==> src/rtl/alu_mul_sequencer.sv <==
// Shift-add MUL/MULS sequencer that borrows the execute-stage ALU for one add per multiplier bit.
// Optional early exit on an exhausted multiplier (and iter_cnt_o) is enabled by ALU_MUL_EARLY_TERM_EN.
module alu_mul_sequencer #(
    parameter int                WORD     = 32,
    parameter int                CTRL_W   = 4,
    parameter int                SEL_W    = 3,
    parameter logic [CTRL_W-1:0] CTRL_ADD = 4'd0,
    parameter logic [SEL_W-1:0]  SEL_ACC  = 3'd3,
    parameter logic [SEL_W-1:0]  SEL_REG  = 3'd0,
    parameter logic [SEL_W-1:0]  SEL_ZERO = 3'd2
) (
    input  logic                       clk_i,
    input  logic                       reset_n_i,
    input  logic                       start_i,
    input  logic                       abort_i,
    input  logic                       set_flags_i,
    input  logic [WORD-1:0]            multiplicand_i,
    input  logic [WORD-1:0]            multiplier_i,
    input  logic [WORD-1:0]            alu_result_i,
    output logic                       alu_override_o,
    output logic [CTRL_W-1:0]          alu_ctrl_o,
    output logic [SEL_W-1:0]           alu_in1_sel_o,
    output logic [SEL_W-1:0]           alu_in2_sel_o,
    output logic [WORD-1:0]            acc_o,
    output logic [WORD-1:0]            operand_o,
    output logic                       update_flag_o,
    output logic                       stall_o,
    output logic                       done_o,
`ifdef ALU_MUL_EARLY_TERM_EN
    output logic [$clog2(WORD+1)-1:0]  iter_cnt_o,
`endif
    output logic [WORD-1:0]            result_o
);

    localparam int CNT_W = $clog2(WORD + 1);

    typedef enum logic [1:0] {
        IDLE   = 2'd0,
        RUN    = 2'd1,
        FINISH = 2'd2
    } state_t;

    state_t           state_reg, state_next;
    logic [WORD-1:0]  acc_reg, acc_next;
    logic [WORD-1:0]  mcand_reg, mcand_next;
    logic [WORD-1:0]  mplier_reg, mplier_next;
    logic [WORD-1:0]  result_reg, result_next;
    logic [CNT_W-1:0] count_reg, count_next;
    logic             flags_reg, flags_next;
    logic             last_iter;

`ifdef ALU_MUL_EARLY_TERM_EN
    logic [CNT_W-1:0] iter_reg, iter_next;

    // Stop once no set multiplier bits remain above the one consumed this cycle.
    assign last_iter = (count_reg == CNT_W'(WORD - 1)) || ((mplier_reg >> 1) == '0);
    assign iter_cnt_o = iter_reg;
`else
    assign last_iter = (count_reg == CNT_W'(WORD - 1));
`endif

    // Bypass makes the product visible during the done pulse itself; an abort keeps the old value.
    assign result_o = (state_reg == FINISH && !abort_i) ? acc_reg : result_reg;

    always_ff @(posedge clk_i or negedge reset_n_i) begin
        if (!reset_n_i) begin
            state_reg  <= IDLE;
            acc_reg    <= '0;
            mcand_reg  <= '0;
            mplier_reg <= '0;
            result_reg <= '0;
            count_reg  <= '0;
            flags_reg  <= 1'b0;
`ifdef ALU_MUL_EARLY_TERM_EN
            iter_reg   <= '0;
`endif
        end else begin
            state_reg  <= state_next;
            acc_reg    <= acc_next;
            mcand_reg  <= mcand_next;
            mplier_reg <= mplier_next;
            result_reg <= result_next;
            count_reg  <= count_next;
            flags_reg  <= flags_next;
`ifdef ALU_MUL_EARLY_TERM_EN
            iter_reg   <= iter_next;
`endif
        end
    end

    always_comb begin
        state_next     = state_reg;
        acc_next       = acc_reg;
        mcand_next     = mcand_reg;
        mplier_next    = mplier_reg;
        result_next    = result_reg;
        count_next     = count_reg;
        flags_next     = flags_reg;
`ifdef ALU_MUL_EARLY_TERM_EN
        iter_next      = iter_reg;
`endif
        alu_override_o = 1'b0;
        alu_ctrl_o     = '0;
        alu_in1_sel_o  = SEL_ZERO;
        alu_in2_sel_o  = SEL_ZERO;
        acc_o          = '0;
        operand_o      = '0;
        update_flag_o  = 1'b0;
        stall_o        = 1'b0;
        done_o         = 1'b0;

        case (state_reg)
            IDLE: begin
                // A flush arriving with the request cancels the request.
                if (start_i && !abort_i) begin
                    acc_next    = '0;
                    mcand_next  = multiplicand_i;
                    mplier_next = multiplier_i;
                    count_next  = '0;
                    flags_next  = set_flags_i;
                    state_next  = RUN;
                end
            end

            RUN: begin
                alu_override_o = 1'b1;
                alu_ctrl_o     = CTRL_ADD;
                alu_in1_sel_o  = SEL_ACC;
                alu_in2_sel_o  = SEL_REG;
                acc_o          = acc_reg;
                operand_o      = mcand_reg;
                stall_o        = 1'b1;
                if (abort_i) begin
                    state_next = IDLE;
                end else begin
                    if (mplier_reg[0]) begin
                        acc_next = alu_result_i;
                    end
                    mcand_next  = mcand_reg << 1;
                    mplier_next = mplier_reg >> 1;
                    count_next  = count_reg + 1'b1;
                    if (last_iter) begin
`ifdef ALU_MUL_EARLY_TERM_EN
                        iter_next = count_reg + 1'b1;
`endif
                        state_next = FINISH;
                    end
                end
            end

            FINISH: begin
                // acc + 0 through the ALU sets N/Z from the product and clears C/V.
                alu_override_o = 1'b1;
                alu_ctrl_o     = CTRL_ADD;
                alu_in1_sel_o  = SEL_ACC;
                alu_in2_sel_o  = SEL_ZERO;
                acc_o          = acc_reg;
                stall_o        = 1'b1;
                state_next     = IDLE;
                if (!abort_i) begin
                    update_flag_o = flags_reg;
                    done_o        = 1'b1;
                    result_next   = acc_reg;
                end
            end

            default: begin
                state_next = IDLE;
            end
        endcase
    end

endmodule

==> config.mk <==
export PLATFORM = sky130hd
export DESIGN_NAME = alu_mul_sequencer
export DESIGN_NICKNAME = d
export VERILOG_FILES = /design/src/rtl/alu_mul_sequencer.sv
export SDC_FILE = /design/constraint.sdc
export NUM_CORES = 1
export LEC_CHECK = 0
export ABC_AREA = 1
export CAP_MARGIN = 20
export CORE_MARGIN = 5
export CORE_UTILIZATION = 44
export CTS_CLUSTER_DIAMETER = 150
export DETAILED_ROUTE_END_ITERATION = 8
export GPL_TIMING_DRIVEN = 0
export PLACE_DENSITY = 0.77
export SETUP_SLACK_MARGIN = 0.5
export SYNTH_ARGS = -nofsm -noshare
export SYNTH_HDL_FRONTEND = slang
export SYNTH_SLANG_ARGS = --single-unit
==> constraint.sdc <==
create_clock -name clk_i -period 2 [get_ports clk_i]
set_clock_uncertainty 0.15 [all_clocks]
set_input_delay 0.4 -clock clk_i [delete_from_list [all_inputs] [get_ports clk_i]]
set_output_delay 0.4 -clock clk_i [all_outputs]
set_load 0.01 [all_outputs]
==> flow_metrics.tcl, run 1 <==
set metrics [dict create \
    synthXorXnorAreaFrac 0 \
    crit_chain "inv_2 -> ha_4 -> buf_4 -> nand2_1 -> inv_1 -> clkdlybuf4s15_2" \
    syn_area_um2 6480 \
    layout_worst_path_cycle_share 1.16 \
    path_max_fanout 5 \
    initial_core_util 0.447 \
    top_layer "met4" \
    drc_errors 0 \
    max_freq_mhz 431 \
    final_cells 1310 \
    numCtsBuffers 17 \
    track_usage 0.242 \
    num_vias 6903 \
    synth_area_leaders "dfrtp_1 (53%), nand2_1 (18%), inv_1 (6.3%)" \
    crit_slowest_cell "dfrtp_1" \
    die_height_um 131 \
    hp-class "input pin to asynchronous set/reset pin" \
    htree_levels 4 \
    drive_gt1_frac 0.541 \
    placed_cells 1203 \
    met1_length_um 9580 \
    place_congestion 0.817 \
    fin_area_um2 12100 \
    area_growth_pct 86.4 \
    synth.most_common_cell "nand2_1" \
    synth_top_area_share 0.529 \
    p_comb_frac 0.598 \
    dr_wl_met2_um 13200 \
    fin_nets 1219 \
    pre_cts_ws_ps -614 \
    grt_pass1_vias 6477 \
    grt_max_degree 71 \
    ios 211 \
    synthCells 810 \
    drt_wl_total_um 25600 \
    yosysSeqAreaShare 0.529 \
    violations "negative hold slack, negative setup slack" \
    drv_cap 0 \
    power_density_nw_per_um2 1670 \
    crit_type "flip-flop to primary output" \
    fp.coreArea_um2 14500 \
    clock_latency_ps 420 \
    end_kind "primary output" \
    grt_first_pass_wirelength_um 34100 \
    dpl_cell_area_um2 9220 \
    synth-edff-count 0 \
    worst_slack_ps -321 \
    seqPwrFrac 0.250 \
    ys_top_cells_by_count "nand2_1 (313), dfrtp_1 (137), inv_1 (108)" \
    synthFlopType "dfrtp_1" \
    rsz0062_at_grt "yes" \
    avgSynthCellArea_um2 8.00 \
    nFillCells 770 \
    clkTransAtPathRegs_ps 60 \
    internal-power_mw 11.9 \
    synth-compound-area-share 0.116 \
    die_w_um 131 \
    yosys.area_share.simple 0.230 \
    outcome "finished, violations left" \
    slew_headroom 0.576 \
    hold_ws_ps -177 \
    via_per_inst 5.27 \
    synth-seq-cells 137 \
    cts-root-buf "clkbuf_16" \
    finalCriticalPeriod_ps 2320 \
    dr.pass1.iters 5 \
    p_switching_mw 8.23 \
    route.met3.wl_um 1400 \
    hold_viol_final 67 \
    cp.required_ps 1450 \
    clockBufferDepth 2 \
    io_buffers 202 \
    cts.sinks 137 \
    worst_slew_pin_slew_ps 636 \
    multi_input_area_um2 3490 \
    slew_viol_final 0 \
    start_kind "flip-flop" \
    antenna_found_initial 1 \
    cp_data_arrival_time_ps 1770 \
    yosys-mux-area-fraction 0 \
    cts_tree "done" \
    drtIter0Drc 503 \
    ys_types 23 \
    slowest_delay_ps 400 \
    synth_top_area_cell "dfrtp_1" \
    yosysWarningCount 0 \
    ir_drop_v 0.00105 \
    static-leakage-power_nw 6.37 \
    setup_violations 197 \
    post_drt_wl_per_cell_um 19.6 \
    pwr-share-clk 0.152 \
    ant_nets 0 \
    synthArstFlopShare 1.00 \
    hpwl_um 13200 \
    rows 44 \
    dieArea_um2 17200 \
    p_sw_frac 0.409 \
    synth-adder-area-share 0.00773 \
    seqCellArea_um2 3430 \
    synth_top_family_by_area "simple AND/OR/NAND/NOR gates" \
    gr-total-overflow 0 \
]
==> layer usage <==
layer	vias up	global-route usage
li1	3121	-
met1	3380	0.306
met2	287	0.400
met3	115	0.0463
met4	0	0.118
met5	-	0
==> path summary, 6_finish.rpt <==
path / start / endpoint / slack [ps] / cells past startpoint
hold reg to reg: result_reg[6] / result_reg[6] / 330 / 2
max in group asynchronous: reset_n_i / mplier_reg[5] / 1100 / 2
min in group clk_i: result_reg[6] / result_reg[6] / 330 / 2
setup / recovery: state_reg[1] / acc_o[1] / -320 / 6
setup reg to reg: state_reg[0] / mcand_reg[0] / -150 / 12
hold / removal: reset_n_i / result_reg[2] / -180 / 1
==> cells in the final DEF, fill, tap and decap left out, types with 4 or more instances in the layout <==
| master | instances |
|---|---|
| or2_4 | 12 |
| clkdlybuf4s50_1 | 99 |
| o21ai_1 | 40 |
| dfrtp_1 | 137 |
| o211ai_1 | 30 |
| nand2_8 | 4 |
| nor2_1 | 4 |
| buf_8 | 17 |
| inv_4 | 4 |
| or2_2 | 16 |
| clkbuf_16 | 36 |
| buf_4 | 46 |
| buf_12 | 11 |
| nand2_4 | 70 |
| buf_6 | 121 |
| inv_2 | 58 |
| buf_16 | 5 |
| nand2_1 | 102 |
| nand2_2 | 141 |
| conb_1 | 8 |
| o21ai_2 | 31 |
| buf_2 | 6 |
| a21oi_1 | 32 |
| nand3_1 | 9 |
| inv_1 | 45 |
| clkinv_2 | 5 |
| clkbuf_8 | 4 |
==> cell type report <==
class / instances / area share
diodes: 1 / 0.000207
well taps: 184 / 0.0191
inverters: 111 / 0.0376
repair buffers: 279 / 0.259
clock buffers: 21 / 0.0381
multi-input cells: 514 / 0.289
clock inverters: 9 / 0.00829
flip-flops and latches: 137 / 0.284
plain buffers: 54 / 0.0647
==> timing repair <==
item / 4_1_cts / 5_1_grt
hold endpoints to repair: 67 / 67
gates cloned: 6 / 13
pin swaps: 15 / 15
setup buffers: 31 / 26
resized for setup: 623 / 267
setup endpoints to repair: 206 / 208
==> metrics by stage <==
| stage | setup TNS, ps | total power [mW] | util |
|---|---|---|---|
| 6_report | -29020 | 20.1 | 0.834 |
| 5_1_grt | -38740 | 21.1 | 0.834 |
| 4_1_cts | -20860 | 16.3 | 0.737 |
| 3_5_place_dp | -35220 | 11.6 | 0.637 |
| 3_3_place_gp | -757420 | 11.4 | 0.635 |
| 2_1_floorplan | 0 | 9.02 | - |
==> kinds of logic (layout without fill, tap and decap cells) <==
logic type,after synthesis,count (layout)
simple gates,367,367
buf+inv,165,474
flops,137,137
compound gates,135,135
fa+ha+maj,4,4
other cells,2,9
==> critical path, delay by kind of cell (launching register included) <==
kind / cells / cell delay (ps)
flip-flops: 1 / 400
AND/OR/NAND/NOR: 1 / 60
buffers and inverters: 4 / 570
adder cells (fa/ha/maj): 1 / 330
==> power by group through the flow <==
stage / combinational [mW] / sequential (mW) / clock [mW]
3_3_place_gp: 6.90 / 4.54 / 0
2_1_floorplan: 4.60 / 4.42 / 0
5_1_grt: 12.7 / 5.16 / 3.19
3_5_place_dp: 7.03 / 4.56 / 0
6_report: 12.0 / 5.03 / 3.05
4_1_cts: 8.67 / 4.62 / 3.06
Power figures use the tool's default switching activity.
==> run 2, diff against run 1 <==
PLACE_DENSITY = 0.76   (was 0.77)
SKIP_LAST_GASP = 1   (was unset)
==> run 2 against run 1 <==
- largest power group unchanged
- sequential share of layout area increased by 1.3 points
- global-route usage decreased by 0.87 points
- register-to-register slack got worse by 50 ps
- via count decreased by 3.4%
- final area decreased by 4.4%
- the flow finishes with violations (negative setup slack)
- wire length decreased by 10%
- largest cell class unchanged
- clock-buffer cell count decreased by 2
- worst setup slack about the same
- non-clock buffer count decreased by 1
- sequential cell count unchanged
- maximum frequency about the same
==> flow_metrics.tcl, run 2 (same netlist as run 1, synthesis figures left out) <==
set metrics [dict create \
    outcome "finished, violations left" \
    violations "negative setup slack" \
    crit_start "state_reg[1]" \
    grt_max_degree 87 \
    dieArea_um2 17200 \
    numCtsBuffers 17 \
    pre_cts_ws_ps -600 \
    clockBufferDepth 2 \
    hold_ws_ps 318 \
    fin_nets 1218 \
    clkTransAtPathRegs_ps 60 \
    rows 44 \
    die_w_um 131 \
    p_total_mw 18.7 \
    fp.coreArea_um2 14500 \
    cts.sinks 137 \
    slew_viol_final 0 \
    dr.pass1.iters 5 \
    htree_levels 4 \
    hpwl_um 13100 \
    timing.rr.start "state_reg[1]" \
    drive_gt1_frac 0.454 \
    hold_viol_final 0 \
    via_per_inst 5.08 \
    dpl_cell_area_um2 9220 \
    slew_headroom 0.656 \
    clock_latency_ps 420 \
    die_height_um 131 \
    setup_violations 204 \
    start_kind "flip-flop" \
    path_max_fanout 5 \
    drc_errors 0 \
    num_vias 6665 \
    drtIter0Drc 486 \
    drv_cap 0 \
    static-leakage-power_nw 6.26 \
    cp.required_ps 1450 \
    power_density_nw_per_um2 1620 \
    rsz0062_at_grt "yes" \
    worst_slack_ps -321 \
    io_buffers 202 \
    grt_first_pass_wirelength_um 32700 \
    ir_drop_v 0.000876 \
    place_congestion 0.872 \
    finalCriticalPeriod_ps 2320 \
    grt_pass1_vias 6350 \
    antenna_found_initial 4 \
    gr-total-overflow 0 \
    cp_data_arrival_time_ps 1770 \
    layout_worst_path_cycle_share 1.16 \
    cts_tree "done" \
    crit_type "flip-flop to primary output" \
    fin_area_um2 11500 \
    cts-root-buf "clkbuf_16" \
    hp-class "flip-flop to flip-flop" \
    drt_wl_total_um 23000 \
    nFillCells 839 \
    ant_nets 0 \
    max_freq_mhz 431 \
    hp-start "result_reg[23]" \
    post_drt_wl_per_cell_um 17.5 \
    final_cell_mix "nand2_1 (178), dfrtp_1 (137), buf_6 (103)" \
    initial_core_util 0.447 \
    end_kind "primary output" \
    area_growth_pct 78.2 \
    layout_commonest_cell "nand2_1" \
    worst_slew_pin_slew_ps 516 \
    ios 211 \
    track_usage 0.233 \
]
[run 2: changes by cell type in the layout (fill, tap and decap cells not counted), moves of 15 or more]
| cell | before | now |
|---|---|---|
| nand2_1 | 102 | 178 |
| nand2_2 | 141 | 75 |
| o21ai_2 | 31 | 9 |
| o21ai_1 | 40 | 59 |
| buf_4 | 46 | 61 |
| buf_6 | 121 | 103 |
[run 2: stage by stage]
step                      instances  setup TNS (ps)   util
after detailed placement       1203          -34190  0.637
after floorplan                 816               0      -
after global routing           1313          -50790  0.797
after CTS                      1269          -23470  0.727
final                          1313          -37000  0.797
after global placement         1202         -751680  0.635
[run 2: layout make-up]
| class | instances | area (µm²) | area share |
|---|---|---|---|
| buffer | 54 | 733 | 0.0635 |
| clock buffer | 19 | 433 | 0.0375 |
| clock inverter | 12 | 200 | 0.0173 |
| tap | 184 | 230 | 0.0199 |
| antenna | 4 | 10.0 | 0.000867 |
| sequential | 137 | 3430 | 0.297 |
| inverter | 111 | 459 | 0.0398 |
| timing repair buffer | 278 | 2920 | 0.253 |
| multi-input combinational | 514 | 3130 | 0.271 |
[run 2: what timing repair did]
| action | CTS | global route |
|---|---|---|
| hold buffers | 1 | 0 |
| gates cloned | 6 | 6 |
| hold endpoints to repair | 51 | 0 |
| setup buffers | 28 | 34 |
| pin swaps | 9 | 17 |
| setup endpoints to repair | 206 | 301 |
| resized for setup | 574 | 160 |
[run 2: path summary, 6_finish.rpt]
kind	to	slack (ps)	cells after the start
worst max-delay path	acc_o[9]	-320	7
worst min-delay path	result_reg[23]	320	2
worst max register to register	acc_reg[11]	-200	10
worst min register to register	result_reg[23]	320	2
max in group asynchronous	mplier_reg[10]	570	3
min in group asynchronous	result_reg[3]	340	2
[run 2: worst max-delay path: stages (launching register included)]
cell and delay, ps:
dfrtp_1 400, inv_2 90, ha_4 340, clkbuf_16 160, buf_8 110, nand2_2 50
inv_1 60, buf_2 130
[run 2: power breakdown]
group	switching, mW	internal, mW	leakage, nW
sequential	0.957	3.87	1.79
clock	1.22	2.20	0.287
combinational	5.01	5.40	4.19
[run 2: layer usage]
layer	global-route usage	part of all wire	vias to the layer above
met2	0.386	0.52	247
met3	0.0501	0.043	78
met5	0	0	-
met4	0.108	0.043	0
met1	0.293	0.40	3239
li1	-	-	3101
==> run 3, diff against run 2 <==
CAP_MARGIN = 10   (was 20)
==> run 3 against run 2 <==
- the flow still finishes with violations (negative setup slack)
- combinational power barely moved
- clock-buffer cell count unchanged
- sequential cell count is the same
- die area unchanged
- clock power barely moved
- sequential power about the same
- critical path depth is the same
- global-route usage unchanged
- utilization unchanged
- sequential share of layout area unchanged
- power is the same
- worst setup slack did not move
- largest cell class unchanged
- highest routed layer unchanged
==> flow_metrics.tcl, run 3 (same netlist as run 1, synthesis figures left out) <==
set metrics [dict create \
    p_total_mw 18.7 \
    worst-path-buf-inv 5 \
    layout_worst_path_cycle_share 1.16 \
    worst_slack_ps -321 \
    dieArea_um2 17200 \
    initial_core_util 0.447 \
    grt_max_degree 87 \
    gr-total-overflow 0 \
    cts_tree "done" \
    antenna_found_initial 4 \
    ant_nets 0 \
    drv_cap 0 \
    grt_pass1_vias 6350 \
    grt_first_pass_wirelength_um 32700 \
    outcome "finished, violations left" \
    end_kind "primary output" \
    drive_gt1_frac 0.454 \
    static-leakage-power_nw 6.26 \
    layout_commonest_cell "nand2_1" \
    setup_tns_ps -37000 \
    fin_nets 1218 \
    hold_ws_ps 318 \
    slew_headroom 0.656 \
    via_per_inst 5.08 \
    cp.required_ps 1450 \
    cts.sinks 137 \
    track_usage 0.233 \
    fp.coreArea_um2 14500 \
    dr.pass1.iters 5 \
    setup_violations 204 \
    rsz0062_at_grt "yes" \
    area_growth_pct 78.2 \
    hp-class "flip-flop to flip-flop" \
    clkTransAtPathRegs_ps 60 \
    worst_slew_pin_slew_ps 516 \
    finalCriticalPeriod_ps 2320 \
    rows 44 \
    cp_data_arrival_time_ps 1770 \
    max_freq_mhz 431 \
    place_congestion 0.872 \
    drc_errors 0 \
    final_util 0.797 \
    die_w_um 131 \
    power_density_nw_per_um2 1620 \
    start_kind "flip-flop" \
    crit_chain "inv_2 -> ha_4 -> clkbuf_16 -> buf_8 -> nand2_2 -> inv_1 -> buf_2" \
    hpwl_um 13100 \
    drt_wl_total_um 23000 \
    hold_viol_final 0 \
    clockBufferDepth 2 \
    post_drt_wl_per_cell_um 17.5 \
    slew_viol_final 0 \
    clock_latency_ps 420 \
    final_cells 1313 \
    slowest_delay_ps 400 \
    htree_levels 4 \
    drtIter0Drc 486 \
    crit_type "flip-flop to primary output" \
    r2r_cells 10 \
    critical-path-top-delay-family "buffers and inverters" \
    fin_area_um2 11500 \
    pre_cts_ws_ps -600 \
    die_height_um 131 \
    whs_path_depth 2 \
    numCtsBuffers 17 \
    ir_drop_v 0.000876 \
    path_max_fanout 5 \
    crit_slowest_cell "dfrtp_1" \
    ios 211 \
    num_vias 6665 \
    placed_cells 1203 \
    cts-root-buf "clkbuf_16" \
    violations "negative setup slack" \
    nFillCells 839 \
    path_depth 7 \
    io_buffers 202 \
    dpl_cell_area_um2 9220 \
    final_cell_mix "nand2_1 (178), dfrtp_1 (137), buf_6 (103)" \
]
==> run 3: cell counts in the layout (fill, tap and decap cells not counted) <==
No cell type changed its count.
==> run 3: worst min-delay path, stage by stage, from the launching register on <==
cell and delay, ps:
dfrtp_1 320, nand2_1 60, nand2_2 50
==> run 3: worst paths after layout <==
kind / start / end / slack [ps]
hold reg to reg: result_reg[23] / result_reg[23] / 320
setup / recovery: state_reg[1] / acc_o[9] / -320
min in group asynchronous: reset_n_i / result_reg[3] / 340
max in group asynchronous: reset_n_i / mplier_reg[10] / 570
hold / removal: result_reg[23] / result_reg[23] / 320
setup reg to reg: state_reg[1] / acc_reg[11] / -200
==> run 3: final cells by class <==
type / instances / area, µm² / share of cell area
timing repair buffer: 278 / 2920 / 0.253
tap: 184 / 230 / 0.0199
inverter: 111 / 459 / 0.0398
buffer: 54 / 733 / 0.0635
multi-input combinational: 514 / 3130 / 0.271
antenna: 4 / 10.0 / 0.000867
clock inverter: 12 / 200 / 0.0173
sequential: 137 / 3430 / 0.297
clock buffer: 19 / 433 / 0.0375
==> run 3: what timing repair did <==
item / CTS / global route
endpoints found under the setup margin: 206 / 301
resized for setup: 574 / 160
pin swaps: 9 / 17
endpoints found under the hold margin: 51 / 0
gates cloned: 6 / 6
buffers inserted: 28 / 34
hold buffers: 1 / 0
==> run 3: routing by layer <==
layer / share of wire / global-route usage / vias to the layer above
li1: - / - / 3101
met1: 0.40 / 0.293 / 3239
met2: 0.52 / 0.386 / 247
met3: 0.043 / 0.0501 / 78
met4: 0.043 / 0.108 / 0
met5: 0 / 0 / -
==> run 3: power by group <==
part           internal [mW]  switching (mW)
Combinational           5.40            5.01
Clock                   2.20            1.22
Sequential              3.87           0.957
Total                   11.5            7.19
